### config.mk
export PLATFORM = sky130hd
export DESIGN_NAME = depthbuffer_ctrl
export DESIGN_NICKNAME = d
export VERILOG_FILES = /design/src/rtl/depthbuffer_ctrl.sv
export SDC_FILE = /design/constraint.sdc
export NUM_CORES = 1
export LEC_CHECK = 0
export BUFFER_PORTS_ARGS = -buffer_cell sky130_fd_sc_hd__buf_4
export CAP_MARGIN = 15
export CORE_ASPECT_RATIO = 1.2
export CORE_MARGIN = 2
export CORE_UTILIZATION = 42
export DETAILED_ROUTE_END_ITERATION = 7
export PLACE_DENSITY_LB_ADDON = 0.2
export SLEW_MARGIN = 20
export SYNTH_ARGS = -nofsm -noshare
export SYNTH_HDL_FRONTEND = slang
export SYNTH_SLANG_ARGS = --single-unit
### constraint.sdc
create_clock -name clk -period 1.64 [get_ports clk]
set_input_delay 0.328 -clock clk [delete_from_list [all_inputs] [get_ports clk]]
set_output_delay 0.328 -clock clk [all_outputs]
set_load 0.02 [all_outputs]
### src/rtl/depthbuffer_ctrl.sv
// depthbuffer_ctrl: per-frame clear sweep, then fragment forwarding with depth compare, then pipeline drain
`timescale 1ns/1ps
module depthbuffer_ctrl #(
    parameter int          FB_WIDTH     = 160,
    parameter int          FB_HEIGHT    = 120,
    parameter int          PIPE_LATENCY = 3,
    parameter logic [31:0] CLEAR_DEPTH  = 32'h7FFF_FFFF
) (
    input  logic        clk,
    input  logic        rst,
    input  logic        frame_start,
    input  logic [11:0] clear_color,
    input  logic        frag_valid,
    output logic        frag_ready,
    input  logic [11:0] frag_color,
    input  logic [31:0] frag_depth,
    input  logic [15:0] frag_x,
    input  logic [15:0] frag_y,
    input  logic        frag_last,
    output logic        db_valid,
    output logic        db_compare_depth,
    output logic [11:0] db_color,
    output logic [31:0] db_depth,
    output logic [15:0] db_x,
    output logic [15:0] db_y,
    output logic        busy,
    output logic        clearing,
    output logic        frame_done
);
    localparam int XW = FB_WIDTH > 1 ? $clog2(FB_WIDTH) : 1;
    localparam int YW = FB_HEIGHT > 1 ? $clog2(FB_HEIGHT) : 1;
    localparam int DW = $clog2(PIPE_LATENCY + 2);
    typedef enum logic [1:0] {IDLE, CLEAR, RUN, DRAIN} state_t;
    state_t        state_q;
    logic [XW-1:0] cx_q, cx_d;
    logic [YW-1:0] cy_q, cy_d;
    logic [11:0]   color_q;
    logic [DW-1:0] drain_q;
    logic          accept, in_range, x_wrap, last_px;
    assign accept   = frag_valid & frag_ready;
    assign in_range = (frag_x < 16'(FB_WIDTH)) && (frag_y < 16'(FB_HEIGHT));
    assign x_wrap   = cx_q == XW'(FB_WIDTH - 1);
    assign last_px  = x_wrap && (cy_q == YW'(FB_HEIGHT - 1));
    // raster-order successor of the current clear pixel, x fastest
    always_comb begin
        cx_d = x_wrap ? '0 : cx_q + 1'b1;
        cy_d = last_px ? '0 : (x_wrap ? cy_q + 1'b1 : cy_q);
    end
    // frame sequencer; every output is registered alongside the state
    always_ff @(posedge clk) begin
        if (rst) begin
            state_q          <= IDLE;
            cx_q             <= '0;
            cy_q             <= '0;
            color_q          <= '0;
            drain_q          <= '0;
            frag_ready       <= 1'b0;
            busy             <= 1'b0;
            clearing         <= 1'b0;
            frame_done       <= 1'b0;
            db_valid         <= 1'b0;
            db_compare_depth <= 1'b0;
            db_color         <= '0;
            db_depth         <= '0;
            db_x             <= '0;
            db_y             <= '0;
        end else begin
            db_valid         <= 1'b0;
            db_compare_depth <= 1'b0;
            db_color         <= '0;
            db_depth         <= '0;
            db_x             <= '0;
            db_y             <= '0;
            frame_done       <= 1'b0;
            case (state_q)
                IDLE: if (frame_start) begin
                    state_q  <= CLEAR;
                    color_q  <= clear_color;
                    cx_q     <= '0;
                    cy_q     <= '0;
                    busy     <= 1'b1;
                    clearing <= 1'b1;
                end
                CLEAR: begin
                    db_valid <= 1'b1;
                    db_depth <= CLEAR_DEPTH;
                    db_color <= color_q;
                    db_x     <= 16'(cx_q);
                    db_y     <= 16'(cy_q);
                    cx_q     <= cx_d;
                    cy_q     <= cy_d;
                    if (last_px) begin
                        state_q    <= RUN;
                        clearing   <= 1'b0;
                        frag_ready <= 1'b1;
                    end
                end
                RUN: if (accept) begin
                    if (in_range) begin
                        db_valid         <= 1'b1;
                        db_compare_depth <= 1'b1;
                        db_color         <= frag_color;
                        db_depth         <= frag_depth;
                        db_x             <= frag_x;
                        db_y             <= frag_y;
                    end
                    if (frag_last) begin
                        state_q    <= DRAIN;
                        frag_ready <= 1'b0;
                        drain_q    <= '0;
                        frame_done <= PIPE_LATENCY == 0;
                    end
                end
                DRAIN: if (frame_done) begin
                    state_q <= IDLE;
                    busy    <= 1'b0;
                    drain_q <= '0;
                end else begin
                    drain_q    <= drain_q + DW'(1);
                    frame_done <= (drain_q + DW'(1)) == DW'(PIPE_LATENCY);
                end
                default: state_q <= IDLE;
            endcase
        end
    end
endmodule

; ---- Word level (Yosys, flattened, before mapping)
; Index checks and enable logic that the tools add are counted.
[totals]
register_bits = 114
inputBits = 93
out_inout_bits = 82
wordCells = 93
[classes]
addsub = 3
n_lt_le_gt_ge = 2
n_eq_ne = 12
mux = 41
n_bitwise = 3
n_reduce_logical = 17
[op_table]
columns = operator, n
row1 = 16-bit 2-to-1 mux, 4
row2 = 32-bit 2-to-1 mux, 2
row3 = 16-bit case mux with 2 select lines, 2
row4 = 32-bit case mux with 2 select lines, 1
row5 = 12-bit 2-to-1 mux, 2
row6 = 12-bit case mux with 2 select lines, 1
row7 = 7-bit 2-to-1 mux, 3
row8 = 16-bit by 7-bit < comparator with 1-bit output (second input constant), 1
row9 = 16-bit by 8-bit < comparator with 1-bit output (second input constant), 1
row10 = 8-bit 2-to-1 mux, 2
row11 = 8-bit case mux with 2 select lines, 1
row12 = 7-bit case mux with 2 select lines, 1
row13 = 3-bit AND reduction, 4
row14 = 2-bit 2-to-1 mux, 5
row15 = 2-bit != test (second input constant), 5
row16 = 3-bit 2-to-1 mux, 3
row17 = 8-bit by 1-bit adder with 8-bit output (second input constant), 1
row18 = 8-bit == test (second input constant), 1
row19 = 1-bit 2-to-1 mux, 8
row20 = 1-bit case mux with 2 select lines, 4
row21 = 2-bit case mux with 4 select lines, 1
row22 = 2-bit nonzero test, 4
row23 = 7-bit by 1-bit adder with 7-bit output (second input constant), 1
row24 = 7-bit == test (second input constant), 1
row25 = 15 further kinds, 19

; ---- Depth between registers and ports, before layout
; Gate-level depths: netlist (run 1).
[logic_depth]
word_depth = 5
ltp_mapped = 9
mapped_depth_nobuf = 7

; ---- Worst setup path before layout (run 1)
; Ideal clock, no wire load.
[synth_path]
path_kind = reg2reg
from = register state_q[0]
to = register db_depth[13]
setup_time_ns = 0.065
arrival_time_ns = 1.720
required_time_ns = 1.575
setup_slack_ns = -0.145
stages_incl_launch_ff = 10
path_buffers = 2
synth_period_minus_slack_ns = 1.785
path_cell_list = dfxtp_1 -> inv_1 -> ha_1 -> nor4b_1 -> nand3_1 -> nor2_1 -> buf_2 -> buf_4 -> a21oi_1 -> nor2_1
[synth_between]
elab_chain_len = 2
word_cells_on_any_way = 3
cone_classes = eq/ne: 2 / mux: 1
[synth_rtl]
columns = element, line_no
row1 = "start, declared", 34  ; state_t state_q;
row2 = "start signal, assigned", 52  ; state_q <= IDLE;
row3 = "start signal, assigned", 77  ; state_q <= CLEAR;
row4 = "start signal, assigned", 93  ; state_q <= RUN;
row5 = 2-bit == test or 2-bit by 1-bit == test with 1-bit output (tied branches), 75  ; case (state_q)
row6 = 32-bit case mux with 2 select lines (*), 75
row7 = "end signal, assigned", 103  ; db_depth <= frag_depth;
row8 = "end, declared", 23  ; output logic [31:0] db_depth,
; Every way passes the cells marked *; elsewhere a longest branch is shown, timed or not.
; A chain may end at the register's enable or synchronous reset.

; ---- Final worst setup path (run 1)
[layout_path]
from = register cx_q[7]
to = register clearing
[layout_between]
elab_chain_len = 4
[layout_rtl]
columns = element, line_no
row1 = "start, declared", 35  ; logic [XW-1:0] cx_q, cx_d;
row2 = "start signal, assigned", 53  ; cx_q <= '0;
row3 = "start signal, assigned", 79  ; cx_q <= '0;
row4 = "start signal, assigned", 90  ; cx_q <= cx_d;
row5 = 8-bit == test, 42  ; assign x_wrap = cx_q == XW'(FB_WIDTH - 1);
row6 = 1-bit logical AND, 43  ; assign last_px = x_wrap && (cy_q == YW'(FB_HEIGHT - 1));
row7 = 2-bit != test (no line), n/a
row8 = 3-bit AND reduction (no line), n/a
row9 = "end signal, assigned", 59  ; clearing <= 1'b0;
row10 = "end signal, assigned", 82  ; clearing <= 1'b1;
row11 = "end signal, assigned", 94  ; clearing <= 1'b0;
row12 = "end, declared", 27  ; output logic clearing,
; No other way between the ends.

==> results.yml, run 1 <==
routing:
  ant_nets: 0
  first_iter_violations: 156
  routed_via_density: 4.95
  drt-total-wl_mm: 12.0
  drt_pass1_iterations: 4
  wire_per_inst_um: 15.1
  drc: 0
  via_count: 3937
placed_design:
  dp.final_hpwl_mm: 7.83
  port_buffers: 174
  routabilityCongestion: 0.849
  place_area_um2: 5770
power:
  power_frac_seq: 0.320
  power_mw: 10.1
  p_comb_frac: 0.297
  peakVddDrop_mv: 0.859
  clock_power_share: 0.383
  swShare: 0.306
  p_leak_nw: 2.90
  p_int_mw: 7.02
  p_sw_mw: 3.10
  power.density_nw_per_um2: 1510
setup_path:
  path_class: "reg -> reg"
  crit_chain: "or3b_4 -> or2_4 -> o21ai_4 -> buf_4 -> a21o_4 -> o32ai_1"
  start_kind: "flop"
  r2r_start: "cx_q[7]$_SDFFE_PP0P_"
  startpoint: "cx_q[7]$_SDFFE_PP0P_"
  path_depth: 6
  critPathMaxFanout: 6
  crit_family: "simple AND/OR/NAND/NOR gates"
  worst-path-buf-inv: 1
  max_stage_delay_ps: 390
  reg2reg_depth: 6
  crit_slowest_cell: "or3b_4"
  crit_required_ps: 2020
  endpoint_kind: "flop"
  cp.arrival_ps: 2130
clocking:
  cts_buffer_depth: 2
  clk_pin_slew_worst_paths_ps: 60
  clk_latency_ps: 500
  clockRootBuffer: "clkbuf_8"
  cts_buffers: 17
  cts_sinks: 114
  tritoncts: "yes"
  cts_hold_buf: 0
  cts_max_level: 4
status:
  status: "finished with violations"
  violations: "setup timing"
sta:
  hold_viol: 0
  hold_ws_ps: 53.3
  post-route-min-period_ps: 1750
  slew_viol_final: 0
  rsz0062_at_grt: "true"
  setup-violations-final: 9
  timing.fmax_mhz: 572
  setup_ws_ps: -109
  period_share: 1.07
  finalClockSkew_ps: 6.46
global_routing:
  grt_pass1_wl_mm: 18.0
  grt_overflow: 0
  grt_start_max_net_pins: 40
  grt_pass1_vias: 3827
  antenna_found_initial: 0
  gr-usage-all-layers: 0.222
synthesis:
  yosysTopAreaCellShare: 0.573
  ys_seq_area_frac: 0.573
  synthCells: 432
  synth.distinct_cells: 40
  synth.avg_cell_area_um2: 9.23
  synthTopCellsByArea: "dfxtp_1 57%, a21oi_1 7.2%, nor2_1 7.1%, nand2_1 4.9%, a22oi_1 3.8%"
  synth_seq_cells: 114
  syn-cell-area_um2: 3990
  yosysWarnings: 0
  synth_area_leader_cell: "dfxtp_1"
worst_hold_path:
  min_path_cells: 3
  worstHoldPathType: "in -> reg"
  hold_start: "frag_depth[20]"
finish:
  nets: 765
  final_cell_mix: "210 x buf_4, 106 x dfxtp_1, 73 x nor2_1"
  final_area_um2: 6710
  syn2layout_area_growth_pct: 68.4
  layout_commonest_cell: "buf_4"
  postLayoutCoreUtil: 0.735
  antenna_cells: 0
  drive_gt1_frac: 0.426
floorplanning:
  design.core.area_um2: 9130
  rows: 38
  initial_utilization: 0.437
  ios: 175
  die_w_um: 92.9
  dieArea_um2: 10300
  fp.dieH_um: 111
flow_run:
  drv_cap: 0
-- tightest hold or removal path, stage by stage --
cell and delay, ps:
buf_4 80, a21oi_1 50, nor2_1 70
-- cells in the mapped netlist --
| cell | count |
|---|---|
| a21o_1 | 1 |
| nand4_1 | 5 |
| nor3_1 | 6 |
| xnor2_1 | 7 |
| nand2_1 | 52 |
| a21oi_1 | 57 |
| a32oi_1 | 2 |
| inv_1 | 7 |
| ha_1 | 9 |
| a221oi_2 | 1 |
| nand3b_1 | 1 |
| and3_2 | 1 |
| buf_2 | 5 |
| a2111oi_0 | 1 |
| o2111ai_2 | 1 |
| nand3_1 | 6 |
| a22oi_1 | 20 |
| conb_1 | 1 |
| or3b_4 | 1 |
| nand4b_1 | 1 |
| o21ai_0 | 3 |
| or2_4 | 1 |
| clkbuf_1 | 17 |
| buf_4 | 1 |
| o211ai_1 | 1 |
| nor2_1 | 75 |
| nor4b_1 | 5 |
| nor4bb_1 | 1 |
| o21a_1 | 1 |
| dfxtp_1 | 114 |
| o21ai_4 | 1 |
| mux2i_1 | 3 |
| nand2b_1 | 5 |
| o32ai_1 | 1 |
| and2_1 | 1 |
| xor2_1 | 5 |
| mux2_2 | 1 |
| buf_1 | 3 |
| and3_1 | 3 |
| nor4_1 | 5 |
-- flip-flops by register name, summed over array words and instances, names as in the netlist --
| name | count |
|---|---|
| db_depth | 32 |
| db_compare_depth | 1 |
| frag_ready | 1 |
| cy_q | 7 |
| db_x | 16 |
| color_q | 12 |
| cx_q | 8 |
| busy | 1 |
| frame_done | 1 |
| clearing | 1 |
| db_y | 16 |
| drain_q | 3 |
| db_color | 12 |
| db_valid | 1 |
| state_q | 2 |
-- per-layer routing --
metal,global-route usage,vias to the layer above,part of all wire
li1,-,1913,-
met1,0.250,1857,0.38
met2,0.392,157,0.54
met3,0.0687,10,0.071
met4,0.0775,0,0.0094
met5,0,-,0
-- area by class of cell --
| cell class | count | area, um2 |
|---|---|---|
| sequential | 114 | 2290 |
| fill | 664 | 2410 |
| clock buffer | 18 | 418 |
| timing repair buffer | 222 | 1790 |
| inverter | 7 | 31.3 |
| tap | 120 | 150 |
| clock inverter | 14 | 211 |
| multi-input combinational | 301 | 1810 |
-- timing repair --
item / 4_1_cts / 5_1_grt
setup endpoints to repair: 71 / 74
resized for setup: 11 / 25
setup buffers: 2 / 6
pin swaps: 8 / 10
gates cloned: 1 / 2
-- final timing paths --
path	to	slack [ps]
setup / recovery	clearing$_SDFFE_PP0P_	-110
hold / removal	db_depth[20]$_SDFF_PP0_	50
setup reg to reg	clearing$_SDFFE_PP0P_	-110
hold reg to reg	color_q[6]$_SDFFE_PP0P_	460
-- cells by family after synthesis --
group                    Yosys count  share of synthesized area
AND/OR/NAND/NOR                  169                      0.189
flip-flops                       114                      0.573
AO/OA/AOI/OAI                     90                      0.139
buffers and inverters             33                     0.0336
XOR/XNOR                          12                     0.0264
adder cells (fa/ha/maj)            9                     0.0282
multiplexers                       4                     0.0104
other                              1                   0.000941
-- power by group through the flow --
| stage | clock network, mW | registers (mW) | logic, mW |
|---|---|---|---|
| final | 3.87 | 3.24 | 3.01 |
| after global routing | 4.09 | 3.26 | 3.27 |
| after CTS | 3.93 | 3.22 | 2.76 |
| after detailed placement | 0 | 3.26 | 2.68 |
| after global placement | 0 | 3.25 | 2.63 |
| after floorplan | 0 | 3.49 | 1.31 |
-- metrics by stage --
stage | TNS [ps] | instances | worst slack [ps]
2_1_floorplan | 0 | 448 | 2.48
3_3_place_gp | -5350 | 753 | -142
4_1_cts | -2250 | 788 | -73.4
6_report | -420 | 796 | -109
5_1_grt | -4900 | 796 | -191
3_5_place_dp | -3150 | 753 | -105
(Power assumes the default switching activity.)
==> run 2, diff against run 1 <==
--- a/config.mk
+++ b/config.mk
@@ -9,10 +9,10 @@
 export CAP_MARGIN = 15
 export CORE_ASPECT_RATIO = 1.2
 export CORE_MARGIN = 2
-export CORE_UTILIZATION = 42
+export CORE_UTILIZATION = 25
 export DETAILED_ROUTE_END_ITERATION = 7
-export PLACE_DENSITY_LB_ADDON = 0.2
 export SLEW_MARGIN = 20
 export SYNTH_ARGS = -nofsm -noshare
 export SYNTH_HDL_FRONTEND = slang
 export SYNTH_SLANG_ARGS = --single-unit
+export TNS_END_PERCENT = 5
==> run 2 against run 1 <==
The run still ends with setup timing left. Final cell count is 11% higher. Global-route usage is 8.3 points lower. First-iteration DRC count is 24% higher. Non-clock buffer count is 3 higher. Clock skew is 5.7 ps higher. Total power is 2.0% lower. Register-to-register slack better by 70 ps. Core utilization is 30 points lower. Sequential power is 1% lower. Sequential cell count stayed put. Hold slack better by 100 ps.
==> results.yml, run 2 (same netlist as run 1, synthesis figures left out) <==
routing:
  wire_per_inst_um: 13.6
  ant_nets: 0
  drc: 0
  drt-total-wl_mm: 12.1
  drt_pass1_iterations: 4
  routed_via_density: 4.34
  via_count: 3851
  first_iter_violations: 193
finish:
  antenna_cells: 0
  nets: 768
  top_regs: "db_depth (32), db_x (16), db_y (16)"
  syn2layout_area_growth_pct: 70.8
  largest_reg_flops: 32
  final_cell_mix: "216 x buf_4, 107 x dfxtp_1, 74 x nor2_1"
  largest_register: "db_depth"
  drive_gt1_frac: 0.433
  final_area_um2: 6810
  finalNonFillerCells: 887
  layout_commonest_cell: "buf_4"
  postLayoutCoreUtil: 0.437
global_routing:
  antenna_found_initial: 0
  grt_start_max_net_pins: 59
  grt_pass1_wl_mm: 18.4
  grt_overflow: 0
  gr-usage-all-layers: 0.139
  grt_pass1_vias: 3803
setup_path:
  reg2reg_depth: 5
  critPathMaxFanout: 3
  cp.arrival_ps: 2000
  crit_required_ps: 1950
  path_class: "reg -> reg"
  endpoint_kind: "flop"
  r2r_slack_ps: -40
  start_kind: "flop"
clocking:
  clockRootBuffer: "clkbuf_16"
  clk_latency_ps: 400
  tritoncts: "yes"
  cts_buffer_depth: 2
  clk_pin_slew_worst_paths_ps: 60
  cts_sinks: 114
  cts_max_level: 4
  cts_buffers: 17
worst_hold_path:
  min_path_cells: 3
  worstHoldPathType: "in -> reg"
sta:
  rsz0062_at_grt: "true"
  timing.fmax_mhz: 594
  setup_ws_ps: -43.4
  setup-violations-final: 15
  period_share: 1.03
  slew_viol_final: 0
  hold_viol: 0
  post-route-min-period_ps: 1680
  finalClockSkew_ps: 12.2
  tns_ps: -186
placed_design:
  dp.cells: 841
  routabilityCongestion: 0.790
  place_area_um2: 5850
  dp.final_hpwl_mm: 8.39
  port_buffers: 174
floorplanning:
  die_w_um: 119
  rows: 50
  ios: 175
  design.core.area_um2: 15600
  fp.dieH_um: 142
  initial_utilization: 0.256
  dieArea_um2: 17000
power:
  power_mw: 9.92
  p_leak_nw: 2.88
  power.density_nw_per_um2: 1460
  peakVddDrop_mv: 0.723
status:
  violations: "setup timing"
  status: "finished with violations"
flow_run:
  drv_cap: 0
## run 2: cell types whose count changed in the layout (fill, tap and decap cells not counted), moves of 2 or more
| cell | change |
|---|---|
| buf_4 | +6 |
| buf_6 | -2 |
| bufinv_16 | -2 |
| clkinvlp_4 | +3 |
| nor4b_2 | +2 |
## run 2: repair_timing
item / CTS / global route
cloned: 1 / 2
hold buffers: 0 / 0
pin swaps: 9 / 14
resized for setup: 19 / 20
setup endpoints to repair: 72 / 78
setup buffers: 4 / 7
## run 2: worst paths after layout
kind,start,end
worst min-delay path,frag_depth[1],db_depth[1]$_SDFF_PP0_
worst min register to register,color_q[9]$_SDFFE_PP0P_,color_q[9]$_SDFFE_PP0P_
worst max-delay path,cx_q[5]$_SDFFE_PP0P_,state_q[0]$_SDFFE_PP0P_
worst max register to register,cx_q[5]$_SDFFE_PP0P_,state_q[0]$_SDFFE_PP0P_
## run 2: stage by stage
| stage | hold WS, ps | setup WS, ps |
|---|---|---|
| finish | 158 | -43.4 |
| global route | 137 | -119 |
| CTS | 136 | -62.4 |
| detailed placement | 449 | -191 |
| global placement | 444 | -147 |
| floorplan | 437 | -26.2 |
## run 2: layout make-up
class	instances	area (um2)
fillers	1502	8770
flip-flops and latches	114	2290
multi-input cells	301	1820
clock buffers	19	443
clock inverters	13	160
well taps	208	260
inverters	7	28.8
repair buffers	225	1800
## run 2: routing by layer
metal / wire, um / up-vias / global-route usage / share of wire
met5: 0 / - / 0 / 0
met1: 5160 / 1775 / 0.158 / 0.43
met2: 6120 / 141 / 0.245 / 0.51
met4: 149 / 0 / 0.0576 / 0.012
met3: 671 / 13 / 0.0405 / 0.055
li1: - / 1922 / - / -
## run 2: where the power goes
group          switching [mW]  leakage, nW  internal [mW]  total [mW]
sequential              0.128        0.932           3.07        3.20
clock                    1.32        0.281           2.43        3.75
combinational            1.65         1.67           1.32        2.97
total                    3.10         2.88           6.82        9.92
## run 2: critical path: stages (launching register included)
cell	delay (ps)
dfxtp_1	310
or3b_4	410
or2_4	260
o21ai_4	180
o2111ai_4	150
a221oi_2	290
==> run 3, diff against run 2 <==
--- a/config.mk
+++ b/config.mk
@@ -7,10 +7,11 @@
 export LEC_CHECK = 0
 export BUFFER_PORTS_ARGS = -buffer_cell sky130_fd_sc_hd__buf_4
 export CAP_MARGIN = 15
-export CORE_ASPECT_RATIO = 1.2
+export CORE_ASPECT_RATIO = 1.1
 export CORE_MARGIN = 2
 export CORE_UTILIZATION = 25
 export DETAILED_ROUTE_END_ITERATION = 7
+export HOLD_SLACK_MARGIN = 0.05
 export SLEW_MARGIN = 20
 export SYNTH_ARGS = -nofsm -noshare
 export SYNTH_HDL_FRONTEND = slang
==> run 3 against run 2 <==
The run still ends with setup timing left. Final area decreased by 3.0%. Combinational power decreased by 2%. Final cell count decreased by 1.5%. Non-clock buffer count decreased by 5. Clock power decreased by 12%. Sequential cell count unchanged. Sequential power about the same. First-iteration DRC count increased by 8.3%. Clock skew decreased by 3.9 ps. Highest routed layer unchanged. Fmax decreased by 1.5%. Register-to-register slack got worse by 30 ps. Clock-buffer cell count increased by 4.
==> results.yml, run 3 (same netlist as run 1, synthesis figures left out) <==
power:
  p_leak_nw: 2.80
  peakVddDrop_mv: 0.741
  power.density_nw_per_um2: 1430
finish:
  layout_commonest_cell: "buf_4"
  final_cell_mix: "215 x buf_4, 109 x dfxtp_1, 74 x nor2_1"
  drive_gt1_frac: 0.423
  seqCellArea_um2: 2290
  multi_input_area_um2: 1810
  largest_reg_flops: 32
  antenna_cells: 0
  nets: 763
  top_regs: "db_depth (32), db_x (16), db_y (16)"
  finalNonFillerCells: 874
  final.fill_count: 1528
  postLayoutCoreUtil: 0.421
  syn2layout_area_growth_pct: 65.7
  largest_register: "db_depth"
status:
  violations: "setup timing"
  status: "finished with violations"
routing:
  routed_via_density: 4.43
  wire_per_inst_um: 13.6
  via_count: 3873
  drt_pass1_iterations: 5
  ant_nets: 0
  drt-total-wl_mm: 11.9
  drc: 0
  first_iter_violations: 209
setup_path:
  r2r_slack_ps: -70
  crit_required_ps: 1960
  worst-path-buf-inv: 0
  crit_slowest_cell: "dfxtp_2"
  cp.arrival_ps: 2030
  path_class: "reg -> reg"
  max_stage_delay_ps: 360
  endpoint_kind: "flop"
  crit_family: "compound AO/OA/AOI/OAI gates"
  start_kind: "flop"
  critPathMaxFanout: 4
  crit_chain: "ha_4 -> and3_4 -> nand4b_1 -> o21ai_4 -> o2111ai_4 -> a221oi_2"
clocking:
  clk_latency_ps: 410
  cts_buffers: 17
  cts_sinks: 114
  cts_max_level: 4
  cts_buffer_depth: 2
  clk_pin_slew_worst_paths_ps: 50
  tritoncts: "yes"
  cts_hold_buf: 0
  clockRootBuffer: "clkbuf_16"
floorplanning:
  rows: 48
  design.core.area_um2: 15700
  die_w_um: 124
  fp.dieH_um: 136
  ios: 175
  initial_utilization: 0.254
  dieArea_um2: 17000
global_routing:
  use_met1: 0.149
  gr-usage-all-layers: 0.139
  grt_pass1_vias: 3927
  met3_usage: 0.0433
  antenna_found_initial: 0
  met2_usage: 0.248
  busiest_layer: "met2"
  grt_overflow: 0
  grt_start_max_net_pins: 39
  grt_pass1_wl_mm: 18.5
placed_design:
  routabilityCongestion: 0.797
  dp.cells: 834
  port_buffers: 174
  dp.final_hpwl_mm: 8.54
sta:
  post-route-min-period_ps: 1710
  rsz0062_at_grt: "true"
  hold_ws_ps: 151
  timing.fmax_mhz: 585
  setup-violations-final: 6
  slew_viol_final: 0
  hold_viol: 0
  setup_ws_ps: -68.7
  period_share: 1.04
  finalClockSkew_ps: 8.26
flow_run:
  drv_cap: 0
worst_hold_path:
  worstHoldPathType: "in -> reg"
-- run 3: cell count changes in the layout (fill, tap and decap cells not counted), sizes merged --
cell	change
clkinv	+2
bufinv	-3
clkbuf	+2
clkinvlp	-2
buf	-3
inv	-1
-- run 3: metal layers --
layer / wire [um] / share of wire
met5: 0 / 0
met3: 670 / 0.056
met4: 247 / 0.021
met2: 6140 / 0.52
met1: 4850 / 0.41
-- run 3: power breakdown --
| group | leakage, nW | total (mW) | switching, mW | internal [mW] |
|---|---|---|---|---|
| sequential | 0.931 | 3.21 | 0.133 | 3.07 |
| combinational | 1.61 | 2.92 | 1.65 | 1.27 |
| clock | 0.265 | 3.29 | 1.22 | 2.07 |
-- run 3: worst paths after layout --
kind,start,to,cells after the start
setup / recovery,cy_q[1]$_SDFFE_PP0P_,state_q[0]$_SDFFE_PP0P_,6
setup reg to reg,cy_q[1]$_SDFFE_PP0P_,state_q[0]$_SDFFE_PP0P_,6
hold reg to reg,color_q[9]$_SDFFE_PP0P_,color_q[9]$_SDFFE_PP0P_,2
hold / removal,frag_color[5],db_color[5]$_SDFF_PP0_,3
-- run 3: metrics by stage --
stage	worst slack (ps)	TNS, ps	area, um2	total power, mW
6_report	-68.7	-128	6610	9.41
5_1_grt	-156	-3790	6610	9.93
4_1_cts	-63.8	-393	6540	9.46
3_5_place_dp	-170	-8790	5850	5.98
3_3_place_gp	-127	-6030	5850	5.92
2_1_floorplan	-26.2	-80.2	4080	4.79
-- run 3: tightest hold or removal path, stage by stage --
cell,delay [ps]
buf_4,80
a22oi_1,50
nor2_1,70
-- run 3: repair_timing --
action / CTS / global route
resized for setup: 14 / 19
cloned: 1 / 0
pin swaps: 7 / 11
buffers inserted: 5 / 4
endpoints found under the setup margin: 83 / 75
-- run 3: area by class of cell --
| class | count | share of cell area |
|---|---|---|
| clock inverters | 9 | 0.00852 |
| well taps | 200 | 0.0379 |
| clock buffers | 23 | 0.0739 |
| multi-input cells | 301 | 0.274 |
| inverters | 7 | 0.00398 |
| flip-flops and latches | 114 | 0.346 |
| repair buffers | 220 | 0.256 |
